File: config.mk
export PLATFORM = sky130hd
export DESIGN_NAME = sipo_deserializer
export DESIGN_NICKNAME = d
export VERILOG_FILES = /design/src/rtl/serial_link_pkg.sv /design/src/rtl/sipo_out_buf.sv /design/src/rtl/sipo_deserializer.sv
export SDC_FILE = /design/constraint.sdc
export NUM_CORES = 1
export LEC_CHECK = 0
export ABC_AREA = 1
export BUFFER_PORTS_ARGS = -buffer_cell sky130_fd_sc_hd__buf_4
export CAP_MARGIN = 20
export CORE_UTILIZATION = 49
export DETAILED_ROUTE_END_ITERATION = 12
export PLACE_DENSITY = 0.77
export SYNTH_ARGS = -nofsm -noshare
export SYNTH_HDL_FRONTEND = slang
export SYNTH_SLANG_ARGS = --single-unit
File: constraint.sdc
create_clock -name clk -period 3.19 [get_ports clk]
set_clock_uncertainty 0.15 [all_clocks]
set_input_delay 0.638 -clock clk [delete_from_list [all_inputs] [get_ports clk]]
set_output_delay 0.638 -clock clk [all_outputs]
set_load 0.02 [all_outputs]
File: src/rtl/serial_link_pkg.sv
// ---------------------------------------------------------------------------
// serial_link_pkg
//   Definitions shared by the PISO serializer and the SIPO deserializer:
//   - SERIAL_DATA_WIDTH : default word width used on both ends of the link
//   - BIT_ORDER_*       : bit-order selector values for the MSB_FIRST parameter
//   - sipo_state_e      : receiver assembly state
//   - cnt_width()       : width of a counter that must hold 0..max_val
// ---------------------------------------------------------------------------
package serial_link_pkg;

  localparam int SERIAL_DATA_WIDTH = 8;

  localparam bit BIT_ORDER_MSB_FIRST = 1'b1;
  localparam bit BIT_ORDER_LSB_FIRST = 1'b0;

  typedef enum logic [0:0] {
    ST_IDLE  = 1'b0,
    ST_SHIFT = 1'b1
  } sipo_state_e;

  // Bits needed to count 0..max_val; never narrower than one bit so that a
  // zero-valued limit still yields a legal vector width.
  function automatic int cnt_width(input int max_val);
    if (max_val < 1) begin
      return 1;
    end else begin
      return $clog2(max_val + 1);
    end
  endfunction

endpackage

File: src/rtl/sipo_out_buf.sv
// ---------------------------------------------------------------------------
// sipo_out_buf
//   One-deep valid/ready holding register for assembled words.
//   A word offered while the register is empty, or while its current word is
//   being accepted, is loaded. A word offered while an unaccepted word is held
//   is dropped and reported with a one-cycle overrun pulse.
//
// Ports:
//   clk        in   system clock, rising edge
//   rst        in   synchronous active-high reset
//   word_valid in   a completed word is offered this cycle
//   word_data  in   the completed word
//   ready_in   in   downstream accepts when valid_out && ready_in
//   data_out   out  held word
//   valid_out  out  data_out holds a word not yet accepted
//   overrun    out  one-cycle pulse: an offered word was dropped
// ---------------------------------------------------------------------------
module sipo_out_buf
  import serial_link_pkg::*;
#(
  parameter int DATA_WIDTH = SERIAL_DATA_WIDTH
) (
  input  logic                  clk,
  input  logic                  rst,
  input  logic                  word_valid,
  input  logic [DATA_WIDTH-1:0] word_data,
  input  logic                  ready_in,
  output logic [DATA_WIDTH-1:0] data_out,
  output logic                  valid_out,
  output logic                  overrun
);

  logic [DATA_WIDTH-1:0] data_r;
  logic                  valid_r;
  logic                  overrun_r;

  logic                  accept_s;
  logic                  load_s;
  logic                  drop_s;

  // Handshake decode: the register frees up in the same cycle it is accepted,
  // so a completing word may take its place without a bubble.
  assign accept_s = valid_r & ready_in;
  assign load_s   = word_valid & (~valid_r | ready_in);
  assign drop_s   = word_valid & valid_r & ~ready_in;

  // Holding register, valid flag and overrun pulse.
  always_ff @(posedge clk) begin
    if (rst) begin
      data_r    <= '0;
      valid_r   <= 1'b0;
      overrun_r <= 1'b0;
    end else begin
      overrun_r <= drop_s;
      if (load_s) begin
        data_r  <= word_data;
        valid_r <= 1'b1;
      end else if (accept_s) begin
        valid_r <= 1'b0;
      end else begin
        valid_r <= valid_r;
      end
    end
  end

  assign data_out  = data_r;
  assign valid_out = valid_r;
  assign overrun   = overrun_r;

endmodule

File: src/rtl/sipo_deserializer.sv
// ---------------------------------------------------------------------------
// sipo_deserializer
//   Serial-in / parallel-out receiver. Samples one bit per valid_in cycle,
//   assembles DATA_WIDTH-bit words and hands them to a one-deep valid/ready
//   output register. A partial word that stalls for GAP_TIMEOUT consecutive
//   idle cycles is discarded with a one-cycle abort pulse.
//
// Parameters:
//   DATA_WIDTH  bits per word
//   MSB_FIRST   1: first received bit ends in data_out[DATA_WIDTH-1]
//               0: first received bit ends in data_out[0]
//   GAP_TIMEOUT idle cycles that abort a partial word (0 disables abort)
//
// Ports:
//   clk        in   system clock, rising edge
//   rst        in   synchronous active-high reset
//   data_in    in   serial bit
//   valid_in   in   data_in valid this cycle
//   data_out   out  assembled word
//   valid_out  out  data_out valid, held until accepted
//   ready_in   in   downstream accept
//   busy       out  partial word in progress
//   overrun    out  one-cycle pulse: completed word dropped
//   abort      out  one-cycle pulse: partial word discarded on gap timeout
// ---------------------------------------------------------------------------
module sipo_deserializer
  import serial_link_pkg::*;
#(
  parameter int DATA_WIDTH  = SERIAL_DATA_WIDTH,
  parameter bit MSB_FIRST   = BIT_ORDER_MSB_FIRST,
  parameter int GAP_TIMEOUT = 4
) (
  input  logic                  clk,
  input  logic                  rst,
  input  logic                  data_in,
  input  logic                  valid_in,
  output logic [DATA_WIDTH-1:0] data_out,
  output logic                  valid_out,
  input  logic                  ready_in,
  output logic                  busy,
  output logic                  overrun,
  output logic                  abort
);

  localparam int BIT_CNT_W = cnt_width(DATA_WIDTH);
  localparam int GAP_CNT_W = cnt_width(GAP_TIMEOUT);
  localparam logic [BIT_CNT_W-1:0] LAST_BIT = BIT_CNT_W'(DATA_WIDTH - 1);

  sipo_state_e           state_r;
  logic [BIT_CNT_W-1:0]  bit_cnt_r;
  logic [DATA_WIDTH-1:0] shift_r;
  logic                  busy_r;
  logic                  abort_r;

  logic                  sample_bit_s;
  logic [DATA_WIDTH-1:0] shift_nxt_s;
  logic                  word_done_s;
  logic                  gap_hit_s;

  // Gate the serial bit so an undriven data_in during idle cycles can never
  // reach the shift register.
  assign sample_bit_s = valid_in & data_in;

  // Shift register with the new bit inserted at the end opposite to where the
  // first bit must finally rest.
  always_comb begin
    shift_nxt_s = shift_r;
    if (MSB_FIRST) begin
      shift_nxt_s    = shift_r << 1;
      shift_nxt_s[0] = sample_bit_s;
    end else begin
      shift_nxt_s                 = shift_r >> 1;
      shift_nxt_s[DATA_WIDTH-1]   = sample_bit_s;
    end
  end

  // The bit sampled when the count sits at DATA_WIDTH-1 completes the word.
  // With DATA_WIDTH=1 this already holds in IDLE (count 0).
  assign word_done_s = valid_in & (bit_cnt_r == LAST_BIT);

  generate
    if (GAP_TIMEOUT > 0) begin : g_gap
      localparam logic [GAP_CNT_W-1:0] GAP_LIMIT = GAP_CNT_W'(GAP_TIMEOUT);

      logic [GAP_CNT_W-1:0] gap_cnt_r;
      logic [GAP_CNT_W-1:0] gap_inc_s;

      // Saturating increment of the idle-cycle count.
      always_comb begin
        gap_inc_s = gap_cnt_r;
        if (gap_cnt_r != GAP_LIMIT) begin
          gap_inc_s = gap_cnt_r + 1'b1;
        end else begin
          gap_inc_s = gap_cnt_r;
        end
      end

      // Timeout fires on the idle cycle that brings the count up to the limit.
      assign gap_hit_s = (state_r == ST_SHIFT) & ~valid_in & (gap_inc_s == GAP_LIMIT);

      // Idle-cycle counter: only runs mid-word, cleared by any sampled bit.
      always_ff @(posedge clk) begin
        if (rst) begin
          gap_cnt_r <= '0;
        end else if ((state_r != ST_SHIFT) || valid_in || gap_hit_s) begin
          gap_cnt_r <= '0;
        end else begin
          gap_cnt_r <= gap_inc_s;
        end
      end
    end else begin : g_no_gap
      assign gap_hit_s = 1'b0;
    end
  endgenerate

  // Assembly FSM: bit counter, shift register, busy flag and abort pulse.
  always_ff @(posedge clk) begin
    if (rst) begin
      state_r   <= ST_IDLE;
      bit_cnt_r <= '0;
      shift_r   <= '0;
      busy_r    <= 1'b0;
      abort_r   <= 1'b0;
    end else begin
      abort_r <= 1'b0;
      case (state_r)
        ST_IDLE: begin
          if (valid_in) begin
            shift_r <= shift_nxt_s;
            if (word_done_s) begin
              bit_cnt_r <= '0;
              busy_r    <= 1'b0;
              state_r   <= ST_IDLE;
            end else begin
              bit_cnt_r <= BIT_CNT_W'(1);
              busy_r    <= 1'b1;
              state_r   <= ST_SHIFT;
            end
          end else begin
            bit_cnt_r <= '0;
            busy_r    <= 1'b0;
            state_r   <= ST_IDLE;
          end
        end
        ST_SHIFT: begin
          if (valid_in) begin
            shift_r <= shift_nxt_s;
            if (word_done_s) begin
              bit_cnt_r <= '0;
              busy_r    <= 1'b0;
              state_r   <= ST_IDLE;
            end else begin
              bit_cnt_r <= bit_cnt_r + 1'b1;
              busy_r    <= 1'b1;
              state_r   <= ST_SHIFT;
            end
          end else if (gap_hit_s) begin
            shift_r   <= '0;
            bit_cnt_r <= '0;
            busy_r    <= 1'b0;
            abort_r   <= 1'b1;
            state_r   <= ST_IDLE;
          end else begin
            state_r <= ST_SHIFT;
          end
        end
        default: begin
          shift_r   <= '0;
          bit_cnt_r <= '0;
          busy_r    <= 1'b0;
          state_r   <= ST_IDLE;
        end
      endcase
    end
  end

  // Completed words are offered in the same cycle as their last bit, so the
  // registered output appears one cycle after that bit was sampled.
  sipo_out_buf #(
    .DATA_WIDTH (DATA_WIDTH)
  ) u_out_buf (
    .clk        (clk),
    .rst        (rst),
    .word_valid (word_done_s),
    .word_data  (shift_nxt_s),
    .ready_in   (ready_in),
    .data_out   (data_out),
    .valid_out  (valid_out),
    .overrun    (overrun)
  );

  assign busy  = busy_r;
  assign abort = abort_r;

endmodule

==> summary.txt <==
Status
  – Status: finished clean

Layout
  – Fin cells: 182
  – P&R area growth vs syn: 14.6%
  – Final Core Density: 0.591
  – Share of cells above drive strength 1: 0.253
  – Multi-input gate area: 507 µm²
  – Fill count: 202
  – Number of diodes: 0
  – Layout net count: 163
  – FF/Latch Area: 541 µm²

Timing
  – Max-slew violations: 0
  – Slew headroom: 0.782
  – Final setup vio count: 0
  – Hold Fails Final Rpt: 0
  – Setup TNS: 0 ns
  – Final Cycle Share: 0.515
  – Max Freq: 609 MHz
  – Period minus WS final: 1.64 ns
  – RSZ-0062 raised after global routing: false
  – Actual slew at the worst max-slew pin: 0.327 ns

Power
  – Psw: 124 µW
  – Sw Share: 0.236
  – Comb power frac: 0.065
  – Reg power frac: 0.658
  – Peak VDD IR: 256 µV
  – Power per cell area: 407 mW/mm²
  – Pleak: 0.578 nW
  – Clock share of power: 0.277
  – P_int: 402 µW
  – Total power: 526 µW

Worst setup path
  – Critical path required time: 2.40 ns
  – Reg2reg start: bit_cnt_r[1]
  – Max incr delay on CP: 0.38 ns
  – Crit-path cells: buf_4
  – Crit path to: busy
  – R2r worst-path depth: 8
  – CP startpoint kind: flop
  – CP Class: flop to output port
  – Reg-to-reg slack, setup: 1.61 ns
  – Crit path max fanout: 2
  – Critical path data arrival time: 0.85 ns
  – Worst R2R End: u_out_buf.data_out[6]
  – Critical path's slowest cell: dfxtp_1
  – Origin of the worst setup path: busy
  – Largest delay contributor family on the critical path: flip-flops
  – Critical path buffers and inverters: 1
  – Crit. End Element: output port
  – Critical Path Stages: 1

GRT
  – Initial antenna violation count: 0
  – Global-route wire length before repair: 3.35 mm
  – GR Overflow Total: 0
  – Largest net degree at the start of global routing: 16
  – Vias in the first global route: 822
  – All-Layer GR Usage: 0.178

Floorplanning
  – Die Y: 50.0 µm
  – CORE AREA: 0.00219 mm²
  – Initial Util: 0.515
  – Die Footprint: 0.00250 mm²
  – Num ports: 17
  – Die W: 50.0 µm
  – Row cnt: 17

Drt
  – # DRC: 0
  – DR vias/cell: 5.08
  – Via Count: 924
  – Detailed Routing Iterations Pass 1: 4
  – Starting DRT DRC Count: 14
  – Final wirelength: 2.01 mm
  – WL per Instance: 11.0 µm
  – Final ANT Viol Nets: 0

Synth
  – Seq/Total Area, Yosys: 0.479
  – Syn avg cell area: 8.24 µm²
  – Post-synth top flop: dfxtp_1
  – Synth area leader: dfxtp_1
  – Mapped Area: 0.00113 mm²
  – Synth top area share: 0.479
  – Post-synthesis mux area share: 0
  – Fraction of registers with async set/reset: 0
  – Adder-Cell Fraction of Synth Area: 0.0333
  – Synthesis warning total: 0
  – Post-synthesis compound-gate area fraction: 0.109
  – Synth area leaders: dfxtp_1, nor2_1, nand3_1, inv_1, a21oi_1
  – Flops & latches, synth: 27
  – Synth unique cells: 22
  – XOR/XNOR Fraction of Synth Area: 0.00776
  – Synth top cells by count: dfxtp_1, nor2_1, inv_1, nand3_1, nand2_1
  – Synthesized net count: 145
  – Largest family of logic cells by synthesized area: simple AND/OR/NAND/NOR gates
  – Synth Instances: 137
  – Simple logic cell fraction of the synthesized area: 0.299
  – Post-synth EDFFs: 0
  – Top-count cell post-synth: dfxtp_1

Clock network
  – CTS tree: yes
  – CTS Sinks: 27
  – CTS H-tree lvls: 1
  – Clk root buf: clkbuf_4
  – Clock insertion delay at the later pin of the skew report: 0.33 ns
  – Hold Buf Count CTS: 0
  – Clock Tree Buf Depth: 2
  – CTS-repair resized insts: 0
  – Reg clk slew, reported paths: 0.15 ns
  – Post-CTS Setup Bufs: 0
  – Inserted Clock Buffers: 3

Place
  – Final HPWL DP: 1.54 mm
  – Placer congestion estimate: 0.801
  – Inst Count DP: 178
  – Buffers on Ports: 16

Min path
  – Hold Path Class: flop to flop

Run
  – Max cap viols: 0
-- worst reg2reg max path, cell delays in order (launching register included) --
cell	delay (ns)
dfxtp_1	0.38
ha_1	0.18
nand2_1	0.08
nor2_2	0.13
nand2_2	0.10
nor2_4	0.20
inv_2	0.11
nor2_1	0.10
nor2_1	0.06
-- metrics by stage --
| step | area (µm²) | hold slack [ns] | setup slack [ns] |
|---|---|---|---|
| final | 1290 | 0.342 | 1.55 |
| after global routing | 1290 | 0.372 | 1.46 |
| after detailed placement | 1270 | 0.318 | 1.42 |
| after CTS | 1290 | 0.345 | 1.54 |
| after floorplan | 1130 | 0.300 | 1.68 |
| after global placement | 1270 | 0.317 | 1.48 |
-- power by group through the flow --
stage                     combinational (mW)  clock, mW  sequential [mW]
after floorplan                       0.0240          0            0.354
after global placement                0.0331          0            0.354
after detailed placement              0.0345          0            0.354
after CTS                             0.0346      0.149            0.346
after global routing                  0.0381      0.157            0.347
final                                 0.0343      0.145            0.346
-- logic make-up (layout without fill, tap and decap cells) --
family,after synthesis,in the layout
simple gates,63,63
flops,27,27
compound gates,23,23
buf+inv,20,37
fa+ha+maj,3,3
xor+xnor,1,1
-- per-layer routing --
metal	track usage	vias up	part of all wire
li1	-	475	-
met5	0	-	0
met4	0.0857	0	0.017
met3	0.0370	4	0.027
met1	0.189	429	0.43
met2	0.324	16	0.53
-- flip-flops by register name, indices dropped and copies added, names as in the netlist --
name                 cells
busy                     1
u_out_buf.data_out       8
bit_cnt_r                4
u_out_buf.overrun        1
state_r                  1
shift_r                  7
g_gap.gap_cnt_r          3
abort                    1
u_out_buf.valid_out      1
-- placed cells by master, fill, tap and decap left out, drive strengths merged --
| cell | count |
|---|---|
| dfxtp | 27 |
| o2111ai | 1 |
| clkbuf | 3 |
| ha | 3 |
| a21oi | 10 |
| nand3 | 16 |
| nand4 | 1 |
| nor3 | 1 |
| o21ai | 12 |
| nor2 | 24 |
| clkinv | 1 |
| nand2 | 21 |
| inv | 17 |
| xor2 | 1 |
| buf | 16 |
-- worst min path at each step --
stage / startpoint / to / slack, ns / depth (start not counted)
5_1_grt: shift_r[2] / shift_r[3] / 0.37 / 2
3_5_place_dp: busy / busy / 0.32 / 2
6_report: shift_r[4] / shift_r[5] / 0.34 / 2
2_1_floorplan: shift_r[0] / shift_r[1] / 0.30 / 2
4_1_cts: shift_r[5] / shift_r[6] / 0.34 / 2
3_3_place_gp: busy / busy / 0.32 / 2
-- layout make-up --
class / instances / area share
timing repair buffer: 16 / 0.0928
clock inverter: 1 / 0.00387
tap: 28 / 0.0271
multi-input combinational: 90 / 0.392
clock buffer: 3 / 0.0174
sequential: 27 / 0.418
inverter: 17 / 0.0493
Power figures use the tool's default switching activity.
